`src/rtl/fir_decim_buffer_pkg.sv`:
```
// Shared definitions for the FIR decimation buffer: filter geometry,
// FSM encoding and a small width helper.
package fir_decim_buffer_pkg;

    // Geometry of the upstream 74-tap 8-bit FIR filter.
    localparam int FIR_TAPS = 74;
    localparam int SAMPLE_W = 8;

    // Warm-up / run control state.
    typedef enum logic [0:0] {
        ST_WARMUP = 1'b0,
        ST_RUN    = 1'b1
    } state_t;

    // Bits needed to hold values 0..n-1, never less than one bit.
    function automatic int cnt_w(input int n);
        return (n > 2) ? $clog2(n) : 1;
    endfunction

endpackage

```
`src/rtl/fir_decim_buffer_sync_fifo_fwft.sv`:
```
// First-word fall-through synchronous FIFO. The head entry is always
// presented on dout (0 when empty). A push into a full FIFO is accepted
// only when a pop happens in the same cycle; otherwise it is ignored.
module sync_fifo_fwft #(
    parameter int WIDTH = 8,
    parameter int DEPTH = 8
) (
    input  logic                     clk,
    input  logic                     rst,
    input  logic                     push,
    input  logic                     pop,
    input  logic [WIDTH-1:0]         din,
    output logic [WIDTH-1:0]         dout,
    output logic                     empty,
    output logic                     full,
    output logic [$clog2(DEPTH):0]   level
);

    localparam int PTR_W = $clog2(DEPTH);
    localparam int LVL_W = PTR_W + 1;
    localparam logic [LVL_W-1:0] FULL_LVL = LVL_W'(DEPTH);

    logic [WIDTH-1:0] mem [DEPTH];
    logic [PTR_W-1:0] wr_ptr;
    logic [PTR_W-1:0] rd_ptr;
    logic             wr_en;
    logic             rd_en;

    // Qualify requests: no pop from empty, no push into full unless it frees a slot.
    always_comb begin
        empty = (level == '0);
        full  = (level == FULL_LVL);
        rd_en = pop && !empty;
        wr_en = push && (!full || rd_en);
        dout  = empty ? '0 : mem[rd_ptr];
    end

    // Storage array; contents need no reset because level gates visibility.
    always_ff @(posedge clk) begin
        if (wr_en) begin
            mem[wr_ptr] <= din;
        end
    end

    // Pointers wrap naturally; occupancy is tracked separately in level.
    always_ff @(posedge clk) begin
        if (rst) begin
            wr_ptr <= '0;
            rd_ptr <= '0;
            level  <= '0;
        end else begin
            if (wr_en) begin
                wr_ptr <= wr_ptr + 1'b1;
            end
            if (rd_en) begin
                rd_ptr <= rd_ptr + 1'b1;
            end
            case ({wr_en, rd_en})
                2'b10:   level <= level + 1'b1;
                2'b01:   level <= level - 1'b1;
                default: level <= level;
            endcase
        end
    end

endmodule

```
`src/rtl/fir_decim_buffer.sv`:
```
// Downstream stage of the FIR filter: drops the warm-up outputs, keeps one
// of every DECIM enabled samples, buffers them in a FWFT FIFO and flags
// (sticky) any kept sample that had to be dropped because the FIFO was full.
module fir_decim_buffer
    import fir_decim_buffer_pkg::*;
#(
    parameter int DATA_W = SAMPLE_W,
    parameter int DECIM  = 4,
    parameter int DEPTH  = 8,
    parameter int SKIP   = FIR_TAPS
) (
    input  logic                     clk,
    input  logic                     rst,
    input  logic [DATA_W-1:0]        in_sample,
    input  logic                     in_en,
    output logic [DATA_W-1:0]        out_data,
    output logic                     out_valid,
    input  logic                     out_ready,
    output logic [$clog2(DEPTH):0]   level,
    output logic                     overflow,
    input  logic                     clr_ovf,
    output state_t                   dbg_state
);

    localparam int WC_W = cnt_w(SKIP + 1);
    localparam int PH_W = cnt_w(DECIM);
    localparam logic [WC_W-1:0] SKIP_LAST = WC_W'((SKIP > 0) ? SKIP - 1 : 0);
    localparam logic [PH_W-1:0] PH_LAST   = PH_W'(DECIM - 1);
    localparam state_t          RST_STATE = (SKIP == 0) ? ST_RUN : ST_WARMUP;

    state_t            state;
    state_t            state_next;
    logic [WC_W-1:0]   warm_cnt;
    logic [PH_W-1:0]   phase;
    logic              keep;
    logic              drop;
    logic              fifo_empty;
    logic              fifo_full;

    // Handshake: out_data is transferred on every clock where out_valid && out_ready.
    // out_valid only depends on FIFO occupancy, never on out_ready.

    // State register.
    always_ff @(posedge clk) begin
        if (rst) begin
            state <= RST_STATE;
        end else begin
            state <= state_next;
        end
    end

    // Leave warm-up on the edge that consumes the last discarded sample.
    always_comb begin
        state_next = state;
        case (state)
            ST_WARMUP: if (in_en && (warm_cnt == SKIP_LAST)) state_next = ST_RUN;
            ST_RUN:    state_next = ST_RUN;
            default:   state_next = RST_STATE;
        endcase
    end

    // Per-cycle decisions: keep the phase-0 sample in RUN; drop it if there is no room.
    always_comb begin
        keep      = (state == ST_RUN) && in_en && (phase == '0);
        drop      = keep && fifo_full && !out_ready;
        out_valid = !fifo_empty;
        dbg_state = state;
    end

    // Count discarded samples during warm-up.
    always_ff @(posedge clk) begin
        if (rst) begin
            warm_cnt <= '0;
        end else if ((state == ST_WARMUP) && in_en) begin
            warm_cnt <= warm_cnt + 1'b1;
        end
    end

    // Decimation phase advances only on enabled samples while running.
    always_ff @(posedge clk) begin
        if (rst) begin
            phase <= '0;
        end else if ((state == ST_RUN) && in_en) begin
            phase <= (phase == PH_LAST) ? '0 : phase + 1'b1;
        end
    end

    // Sticky overflow; a drop in the same cycle wins over a clear.
    always_ff @(posedge clk) begin
        if (rst) begin
            overflow <= 1'b0;
        end else if (drop) begin
            overflow <= 1'b1;
        end else if (clr_ovf) begin
            overflow <= 1'b0;
        end
    end

    sync_fifo_fwft #(
        .WIDTH (DATA_W),
        .DEPTH (DEPTH)
    ) u_fifo (
        .clk   (clk),
        .rst   (rst),
        .push  (keep),
        .pop   (out_ready),
        .din   (in_sample),
        .dout  (out_data),
        .empty (fifo_empty),
        .full  (fifo_full),
        .level (level)
    );

endmodule

```
`config.mk`:
```
export PLATFORM = sky130hd
export DESIGN_NAME = fir_decim_buffer
export DESIGN_NICKNAME = d
export VERILOG_FILES = /design/src/rtl/fir_decim_buffer_pkg.sv /design/src/rtl/fir_decim_buffer_sync_fifo_fwft.sv /design/src/rtl/fir_decim_buffer.sv
export SDC_FILE = /design/constraint.sdc
export NUM_CORES = 1
export LEC_CHECK = 0
export ABC_AREA = 1
export CAP_MARGIN = 0
export CORE_ASPECT_RATIO = 1.75
export CORE_MARGIN = 3
export CORE_UTILIZATION = 35
export DETAILED_ROUTE_END_ITERATION = 8
export MAX_ROUTING_LAYER = met4
export PLACE_DENSITY = 0.63
export SYNTH_ARGS = -nofsm -noshare
export SYNTH_HDL_FRONTEND = slang
export SYNTH_HIERARCHICAL = 1
export SYNTH_SLANG_ARGS = --single-unit
```
`constraint.sdc`:
```
create_clock -name clk -period 3.9 [get_ports clk]
set_input_delay 1.17 -clock clk [delete_from_list [all_inputs] [get_ports clk]]
set_output_delay 1.17 -clock clk [all_outputs]
set_load 0.05 [all_outputs]
```
Yosys cells after proc, flatten, opt, wreduce, memory -nomap -nowiden:

Memories as Yosys holds them, arrays and structs flattened. A register that Yosys moved wholly into a read port is not among the register bits.
Index checks and enable logic that the tools add are counted.

* bits in registers: 21
* RAM bits: 64
* input port bits: 13
* output and inout bits: 15
* logic and storage cells: 47
* memories: 1

* $add $sub $neg: 6
* equal/unequal tests: 5
* multiplexer cells: 11
* bitwise operators: 1
* reductions and logical operators: 16

Memory list
* u_fifo.mem: depth 8, bits a word 8, read ports 1, clocked after memory_dff 1, write ports 1, line fir_decim_buffer_sync_fifo_fwft.sv:23 `logic [WIDTH-1:0] mem [DEPTH];`

Operators with widths (number)
* $logic_and A1 B1 Y1: 8
* $mux W8: 1
* $pmux W4 S2: 1
* $add A7 B1 Y7 const B: 1
* $eq A7 B7 Y1 const B: 1
* $add A3 B1 Y3 const B: 2
* $mux W3: 2
* $mux W1: 5
* $add A4 B1 Y4 const B: 1
* $eq A2 B2 Y1 const B: 2
* $eq A4 B4 Y1 const B: 1
* $logic_not A4 Y1: 1
* $reduce_bool A2 Y1: 2
* $sub A4 B1 Y4 const B: 1
* $logic_not A1 Y1: 3
* $add A2 B1 Y2 const B: 1
* $eq A2 B1 Y1 const B: 1
* $logic_not A2 Y1: 1
* $mux W2: 1
* $pmux W1 S2: 1
* $logic_or A1 B1 Y1: 1
* $not A1 Y1: 1

Longest topological paths before layout:

Gate-level depths: netlist (run 1).

* depth after elaboration: 7
* gate-level depth with buffers: 14
* gate-level depth less buffers: 14

Modules after synthesis:

Netlist (run 1), hierarchy kept.

Modules (own cells, without submodules)
* sync_fifo_fwft: instances 1, cells each 285, area each 3221.8 µm², seq. area each 2182.1 µm²
* fir_decim_buffer: instances 1, cells each 82, area each 549.3 µm², seq. area each 220.2 µm²

Worst setup path before layout (run 1):

No wires, ideal clock.

* path kind: reg2out
* start point: reg u_fifo.level[3]
* end point: out out_data[0]
* arrival time: 1.801 ns
* data required time: 2.730 ns
* slack: 0.929 ns
* stages on the path, launching flop included: 6
* buffers on the path: 1
* path through: dfxtp_1 nor2_1 nand2_2 buf_4 nand2_1 nor2_1

* word-level cells in the longest chain between the ends: 2

RTL lines
* from (decl): line fir_decim_buffer_sync_fifo_fwft.sv:16 `output logic [$clog2(DEPTH):0] level`
* from (signal assigned): line fir_decim_buffer_sync_fifo_fwft.sv:59 `2'b10: level <= level + 1'b1;`
* from (signal assigned): line fir_decim_buffer_sync_fifo_fwft.sv:60 `2'b01: level <= level - 1'b1;`
* from (signal assigned): line fir_decim_buffer_sync_fifo_fwft.sv:61 `default: level <= level;`
* $logic_not A4 Y1: line fir_decim_buffer_sync_fifo_fwft.sv:31 `empty = (level == '0);`
* $mux W8: line fir_decim_buffer_sync_fifo_fwft.sv:35 `dout = empty ? '0 : mem[rd_ptr];`
* to (decl): line fir_decim_buffer.sv:16 `output logic [DATA_W-1:0] out_data,`

No other way between the ends.

==> results of run 1 <==
layout make-up:
type,count,area [µm²]
clock buffers,10,229
inverters,34,128
flip-flops and latches,88,2400
clock inverters,6,45.0
multi-input cells,234,1170
fillers,1004,5950
well taps,127,159
repair buffers,36,338
flip-flops by register name, summed over array words and instances (netlist names), named ones only:
signal / count
dbg_state: 1
overflow: 1
phase: 2
u_fifo/level: 4
u_fifo/mem: 64
u_fifo/rd_ptr: 3
u_fifo/wr_ptr: 3
warm_cnt: 7
cell usage after synthesis, drive strengths merged:
library cell | n | area, µm²
nor2 | 89 | 337
nand3 | 14 | 87.6
o21ai | 42 | 210
dfxtp | 24 | 480
clkbuf | 1 | 3.75
nand2 | 41 | 179
fa | 1 | 20.0
nand3b | 1 | 7.51
edfxtp | 64 | 1920
a21oi | 18 | 90.1
xor2 | 2 | 17.5
ha | 8 | 100
xnor2 | 1 | 8.76
inv | 34 | 128
buf | 10 | 63.8
nand4 | 1 | 6.26
o211ai | 8 | 60.1
o22ai | 8 | 50.1
report_power, final:
group / internal [µW] / leakage [µW] / total (µW) / switching, µW
clock network: 434 / 0.000127 / 784 / 350
registers: 1040 / 0.000771 / 1090 / 51.8
logic: 329 / 0.000735 / 1040 / 709
total: 1800 / 0.00163 / 2910 / 1110
kinds of logic (layout without fill, tap and decap cells):
logic type,after synthesis,in the layout
AND/OR/NAND/NOR,146,146
adder cells (fa/ha/maj),9,9
XOR/XNOR,3,3
buffers and inverters,45,86
AO/OA/AOI/OAI,76,76
flip-flops,88,88
layer usage:
layer / vias up / routed length [µm]
met5: - / 0
met4: 0 / 180
met3: 13 / 267
met2: 51 / 4310
met1: 1237 / 3010
li1: 1326 / -
worst min-delay path by stage:
stage	start	endpoint	slack (ps)	cells past startpoint
after floorplan	u_fifo/rd_ptr[1]	flip-flop	450	2
after global placement	phase[1]	phase[1]	460	2
after detailed placement	overflow	overflow	470	2
after CTS	overflow	overflow	480	2
after global routing	overflow	overflow	500	2
final	overflow	overflow	470	2
cells in the final DEF (no fill, tap or decap), types with 2 or more instances in the layout:
master           instances
dfxtp_1                 23
clkbuf_16                9
o22ai_1                  8
o21ai_0                 12
nand3_1                 12
nor2_1                  88
nand2_4                  2
clkinvlp_4               2
xor2_1                   2
nand2_1                 35
ha_1                     8
clkinv_4                 2
edfxtp_1                64
o21ai_1                 30
inv_2                    3
o211ai_1                 8
a21oi_1                 18
nand2_2                  4
inv_1                   31
buf_4                    9
clkdlybuf4s50_1         27
metrics by stage:
stage	worst slack [ps]	area [µm²]
after floorplan	929	3770
after global placement	471	4200
after detailed placement	399	4200
after CTS	160	4470
after global routing	111	4480
final	314	4480
critical path, delay by kind of cell (launching register included):
family,cells,cell delay [ps]
compound gates,2,180
buf+inv,2,1160
flops,1,340
simple gates,4,400
what timing repair did:
item,4_1_cts,5_1_grt
endpoints found under the setup margin,0,4
buffers inserted,0,0
hold endpoints to repair,0,0
resized for setup,0,1
==> out/metrics.cfg, run 1 <==
[logic_synthesis]
netlist_instances = 367
synth_cell_types = 27
synth_top_family_by_area = simple AND/OR/NAND/NOR gates
synth_area_mm2 = 0.00377
ys_ff_latch = 88
yosysWarnings = 6
yosysSeqAreaShare = 0.637
synthAdderAreaFrac = 0.0319
synth_compound_area_frac = 0.109
syn-num-nets = 389
synthMuxAreaShare = 0
synth_area_per_cell_um2 = 10.3
yosys.area_share.xor_xnor = 0.00697
synthSimpleGateAreaFrac = 0.164

[cts]
cts_buffers = 9
htree_num_levels = 3
clk_latency_ps = 340
path_clk_slew_ps = 60
cts_sinks = 88
hold_buffers = 0
cts_buffer_depth = 2
cts_tree = yes
root_buffer = clkbuf_16

[finish]
drive_gt1_frac = 0.0882
nets = 425
fin_util = 0.429
synthToLayoutAreaGrowth_pct = 18.7
diodes = 0
finalNonFillerCells = 535

[global_routing]
grt_pass1_vias = 2614
met2_usage = 0.252
gr-max-usage-layer = met2
grtUsageTotal = 0.138
grt_max_degree = 33
grtUsageMet1 = 0.139
antenna_found_initial = 0
gr-total-overflow = 0
grt_pass1_wl_um = 12500
met3_usage = 0.0310

[placement]
port_buffers = 27
place.gp.congestion = 0.866
dpl.hpwl_um = 5490
placed_cells_incl_taps = 519

[floorplanning]
die_h_um = 143
core_mm2 = 0.0104
die-area_mm2 = 0.0121
rows = 49
io_pins = 28
die_w_um = 84.5
initial_core_util = 0.362

[drt]
dr_total_vias = 2627
first_pass_iters = 4
wl_um = 7780
viasPerCell = 4.91
postRouteAntennaNets = 0
wl_per_cell_um = 14.5
drc_errors = 0
drtIter0Drc = 189

[run]
cap_viol_max_count = 0

[power]
finalPower_uw = 2910
leakage_uw = 0.00163
p_per_area_mw_per_mm2 = 650
ir_drop_mv = 0.603

[setup_path]
cp_slowest_cell = clkdlybuf4s50_1
r2r_slack_ps = 1640
slowest_delay_ps = 830
ff2ff_path_depth = 14
end_kind = output pin
critPathMaxFanout = 32
cp-endpoint = out_data[4]
r2r_end = u_fifo/level[3]
rr_startpoint = phase[0]
criticalPathCategory = flip-flop to output pin
crit_path_frequent_cell = nor2_1
worstPathCellList = buf_4, nor2_1, nor2_1, o21ai_1, o211ai_1, nand2_1, nor2_1, clkdlybuf4s50_1
startpoint_type = flip-flop
required_ps = 2730
cp_data_arrival_time_ps = 2420

[sta]
max_slew.worst_pin.slew_ps = 700
clock.fmax_ghz = 0.279
maxSlewHeadroom = 0.532
hold-worst-slack_ps = 473
finalHoldViolCount = 0
tns_ps = 0
finalMaxSlewViolations = 0
setup_viol_count_final = 0
fin_crit_ps = 3590
skew_ps = 5.34
timing.final.crit_share = 0.920
rsz0062_at_grt = no

[min_path]
hold_class = flip-flop to flip-flop

[status]
outcome = completed

No activity file was read; power rests on OpenSTA's default activity.
==> run 2, diff against run 1 <==
--- a/config.mk
+++ b/config.mk
@@ -6,7 +6,7 @@
 export NUM_CORES = 1
 export LEC_CHECK = 0
 export ABC_AREA = 1
-export CAP_MARGIN = 0
+export CAP_MARGIN = 10
 export CORE_ASPECT_RATIO = 1.75
 export CORE_MARGIN = 3
 export CORE_UTILIZATION = 35
==> results of run 2 <==
Same layout as run 1: the final DEF is identical, and so are final timing and power.
==> run 3, diff against run 2 <==
==> constraint.sdc (replaced) <==
create_clock -name clk -period 3.9 [get_ports clk]
set_input_delay 1.17 -clock clk [delete_from_list [all_inputs] [get_ports clk]]
set_output_delay 1.17 -clock clk [all_outputs]
set_load 0.1 [all_outputs]
==> run 3 against run 2 <==
  * Non-clock buffer count up 2
  * Global-route usage up 0.34 points
  * First-iteration DRC count down 48%
  * Worst setup slack better by 230 ps
  * Count of clock-buffer cells in the layout up 2
  * Cell count up 0.37%
  * Die area unchanged
  * Clock power up 6.0%
  * Total power up 13%
  * Clock skew up 1.7 ps
==> out/metrics.cfg, run 3 (synthesis gave the netlist of run 1 again) <==
[global_routing]
grtUsageTotal = 0.141  ; +0.00337
grt_pass1_vias = 2593  ; -0.80%
gr-total-overflow = 0  ; unchanged
gr-max-usage-layer = met2
met3_usage = 0.0247  ; -0.00631
grt_pass1_wl_um = 12600  ; +1.2%
met2_usage = 0.249  ; -0.00333
antenna_found_initial = 0  ; unchanged
grt_max_degree = 33  ; unchanged
grtUsageMet1 = 0.151  ; +0.0127

[sta]
timing.final.crit_share = 0.860  ; -0.0599
finalMaxSlewViolations = 0  ; unchanged
clock.fmax_ghz = 0.298  ; +7.0%
rsz0062_at_grt = no
skew_ps = 7.00  ; +1.65 ps
finalHoldViolCount = 0  ; unchanged
tns_ps = 0  ; unchanged
setup_viol_count_final = 0  ; unchanged
fin_crit_ps = 3350  ; -234 ps
max_slew.worst_pin.slew_ps = 966  ; +266 ps
maxSlewHeadroom = 0.354  ; -0.178

[min_path]
hold_depth = 2  ; unchanged
hold_class = flip-flop to flip-flop
hold_end = overflow
min_from = overflow

[run]
cap_viol_max_count = 0  ; unchanged

[power]
sw_frac_of_total = 0.436  ; +0.0537
pwr-share-seq = 0.334  ; -0.040
p_per_area_mw_per_mm2 = 731  ; +12%
netSwitchingPower_uw = 1430  ; +29%
p_int_uw = 1850  ; +3.1%
pwr-share-clk = 0.253  ; -0.016
ir_drop_mv = 0.830  ; +38%
pwr-share-comb = 0.413  ; +0.056
leakage_uw = 0.00167  ; +2.6%

[floorplanning]
die-area_mm2 = 0.0121  ; unchanged
die_h_um = 143  ; unchanged
core_mm2 = 0.0104  ; unchanged
io_pins = 28  ; unchanged
rows = 49  ; unchanged
initial_core_util = 0.362  ; unchanged
die_w_um = 84.5  ; unchanged

[drt]
postRouteAntennaNets = 0  ; unchanged
drc_errors = 0  ; unchanged
viasPerCell = 4.96  ; +1.0%
drtIter0Drc = 99  ; -48%
wl_per_cell_um = 14.7  ; +0.88%
wl_um = 7870  ; +1.3%
first_pass_iters = 4  ; unchanged
dr_total_vias = 2664  ; +1.4%

[setup_path]
criticalPathCategory = flip-flop to output pin
rr_startpoint = phase[0]
crit_buf_inv = 2  ; unchanged
required_ps = 2730  ; about the same
cp_data_arrival_time_ps = 2180  ; -240 ps
worstPathCellList = buf_4, nor2_1, nor2_1, o21ai_1, o211ai_1, nand2_1, nor2_2, buf_4
r2r_end = u_fifo/level[3]
slowest_delay_ps = 640  ; -190 ps
cp_slowest_cell = dfxtp_1
r2r_slack_ps = 1600  ; -40 ps
critPathMaxFanout = 20  ; -38%
end_kind = output pin
startpoint_type = flip-flop
ff2ff_path_depth = 14  ; unchanged
crit_family = buffers and inverters

[finish]
reg_top3 = u_fifo/mem: 64 flops, warm_cnt: 7 flops, u_fifo/level: 4 flops
filler_cell_count = 992  ; -1.2%
regMostFlops = u_fifo/mem
largest_register_ffs = 64  ; unchanged
final_cell_mix = nor2_1, edfxtp_1, nand2_1, inv_1, o21ai_1
seq_area_mm2 = 0.00240  ; about the same
nets = 427  ; +0.47%
finalNonFillerCells = 537  ; +0.37%
diodes = 0  ; unchanged
multi_input_area_mm2 = 0.00119  ; +1.7%
drive_gt1_frac = 0.139  ; +0.0508
final_common_cell = nor2_1
synthToLayoutAreaGrowth_pct = 19.1

[cts]
hold_buffers = 0  ; unchanged
cts_buffer_depth = 2  ; unchanged
root_buffer = clkbuf_16
htree_num_levels = 3  ; unchanged
cts_buffers = 9  ; unchanged
ctsResizeCount = 0  ; unchanged
cts_tree = yes
cts_sinks = 88  ; unchanged
clk_latency_ps = 330  ; about the same
path_clk_slew_ps = 60  ; about the same
cts_setup_buffers = 0  ; unchanged

[placement]
port_buffers = 27  ; unchanged
placed_cells_incl_taps = 521  ; +0.39%
place.gp.congestion = 0.837  ; -3.4%
dpl.hpwl_um = 5420  ; -1.3%

[status]
outcome = completed

## run 3: cell count changes in the layout (fill, tap and decap cells not counted)
cell             previous run  this run
clkinv_4                    2         0
clkinv_1                    1         2
clkdlybuf4s50_1            27        13
nor2_2                      1         9
dfxtp_1                    23        24
bufinv_16                   0         1
clkbuf_8                    0         1
clkinvlp_4                  2         1
inv_6                       1         0
nor2_1                     88        80
clkbuf_1                    1         2
dfxtp_2                     1         0
buf_4                       9        25
## run 3: power groups by stage
| stage | Sequential (µW) | Combinational [µW] | Clock [µW] |
|---|---|---|---|
| floorplan | 1210 | 1000 | 0 |
| global placement | 1120 | 1350 | 0 |
| detailed placement | 1120 | 1370 | 0 |
| CTS | 1100 | 1370 | 853 |
| global route | 1100 | 1450 | 882 |
| finish | 1100 | 1360 | 831 |
## run 3: layout make-up
class / count / share of cell area
Sequential cell: 88 / 0.535
Multi-Input combinational cell: 234 / 0.266
Timing Repair Buffer: 38 / 0.0708
Clock buffer: 12 / 0.0549
Tap cell: 127 / 0.0354
Inverter: 34 / 0.0284
Clock inverter: 4 / 0.0100
## run 3: worst register-to-register path, stage by stage, from the launching register on
cell and delay (ps):
dfxtp_1 320, inv_1 80, ha_1 140, inv_1 30, nor2_1 320, inv_1 140, nand3_2 140, inv_1 80
ha_1 320, a21oi_1 220, nand3_1 120, nand2_2 90, nand3_1 70, nand2_1 70, nor2_1 40
## run 3: how the worst max path moves through the flow
stage | endpoint | slack [ps] | cells past startpoint
after global routing | out_data[4] | 380 | 8
final | out_data[0] | 550 | 8
after global placement | u_fifo/level[3] | 500 | 13
after CTS | out_data[0] | 540 | 8
after detailed placement | u_fifo/level[3] | 390 | 13
after floorplan | out_data[0] | 420 | 5
## run 3: routing by layer
layer	part of all wire	routed length, µm
met1	0.42	3270
met2	0.53	4170
met3	0.035	272
met4	0.021	163
met5	0	0
## run 3: per-stage QoR
| step | hold slack, ps | total power (µW) | cell area (µm²) | setup slack [ps] | util |
|---|---|---|---|---|---|
| final | 475 | 3280 | 4490 | 547 | 0.431 |
| after global placement | 456 | 2470 | 4200 | 498 | 0.403 |
| after CTS | 483 | 3320 | 4490 | 539 | 0.431 |
| after detailed placement | 471 | 2480 | 4200 | 394 | 0.403 |
| after global routing | 506 | 3440 | 4490 | 378 | 0.431 |
| after floorplan | 450 | 2210 | 3790 | 421 | - |
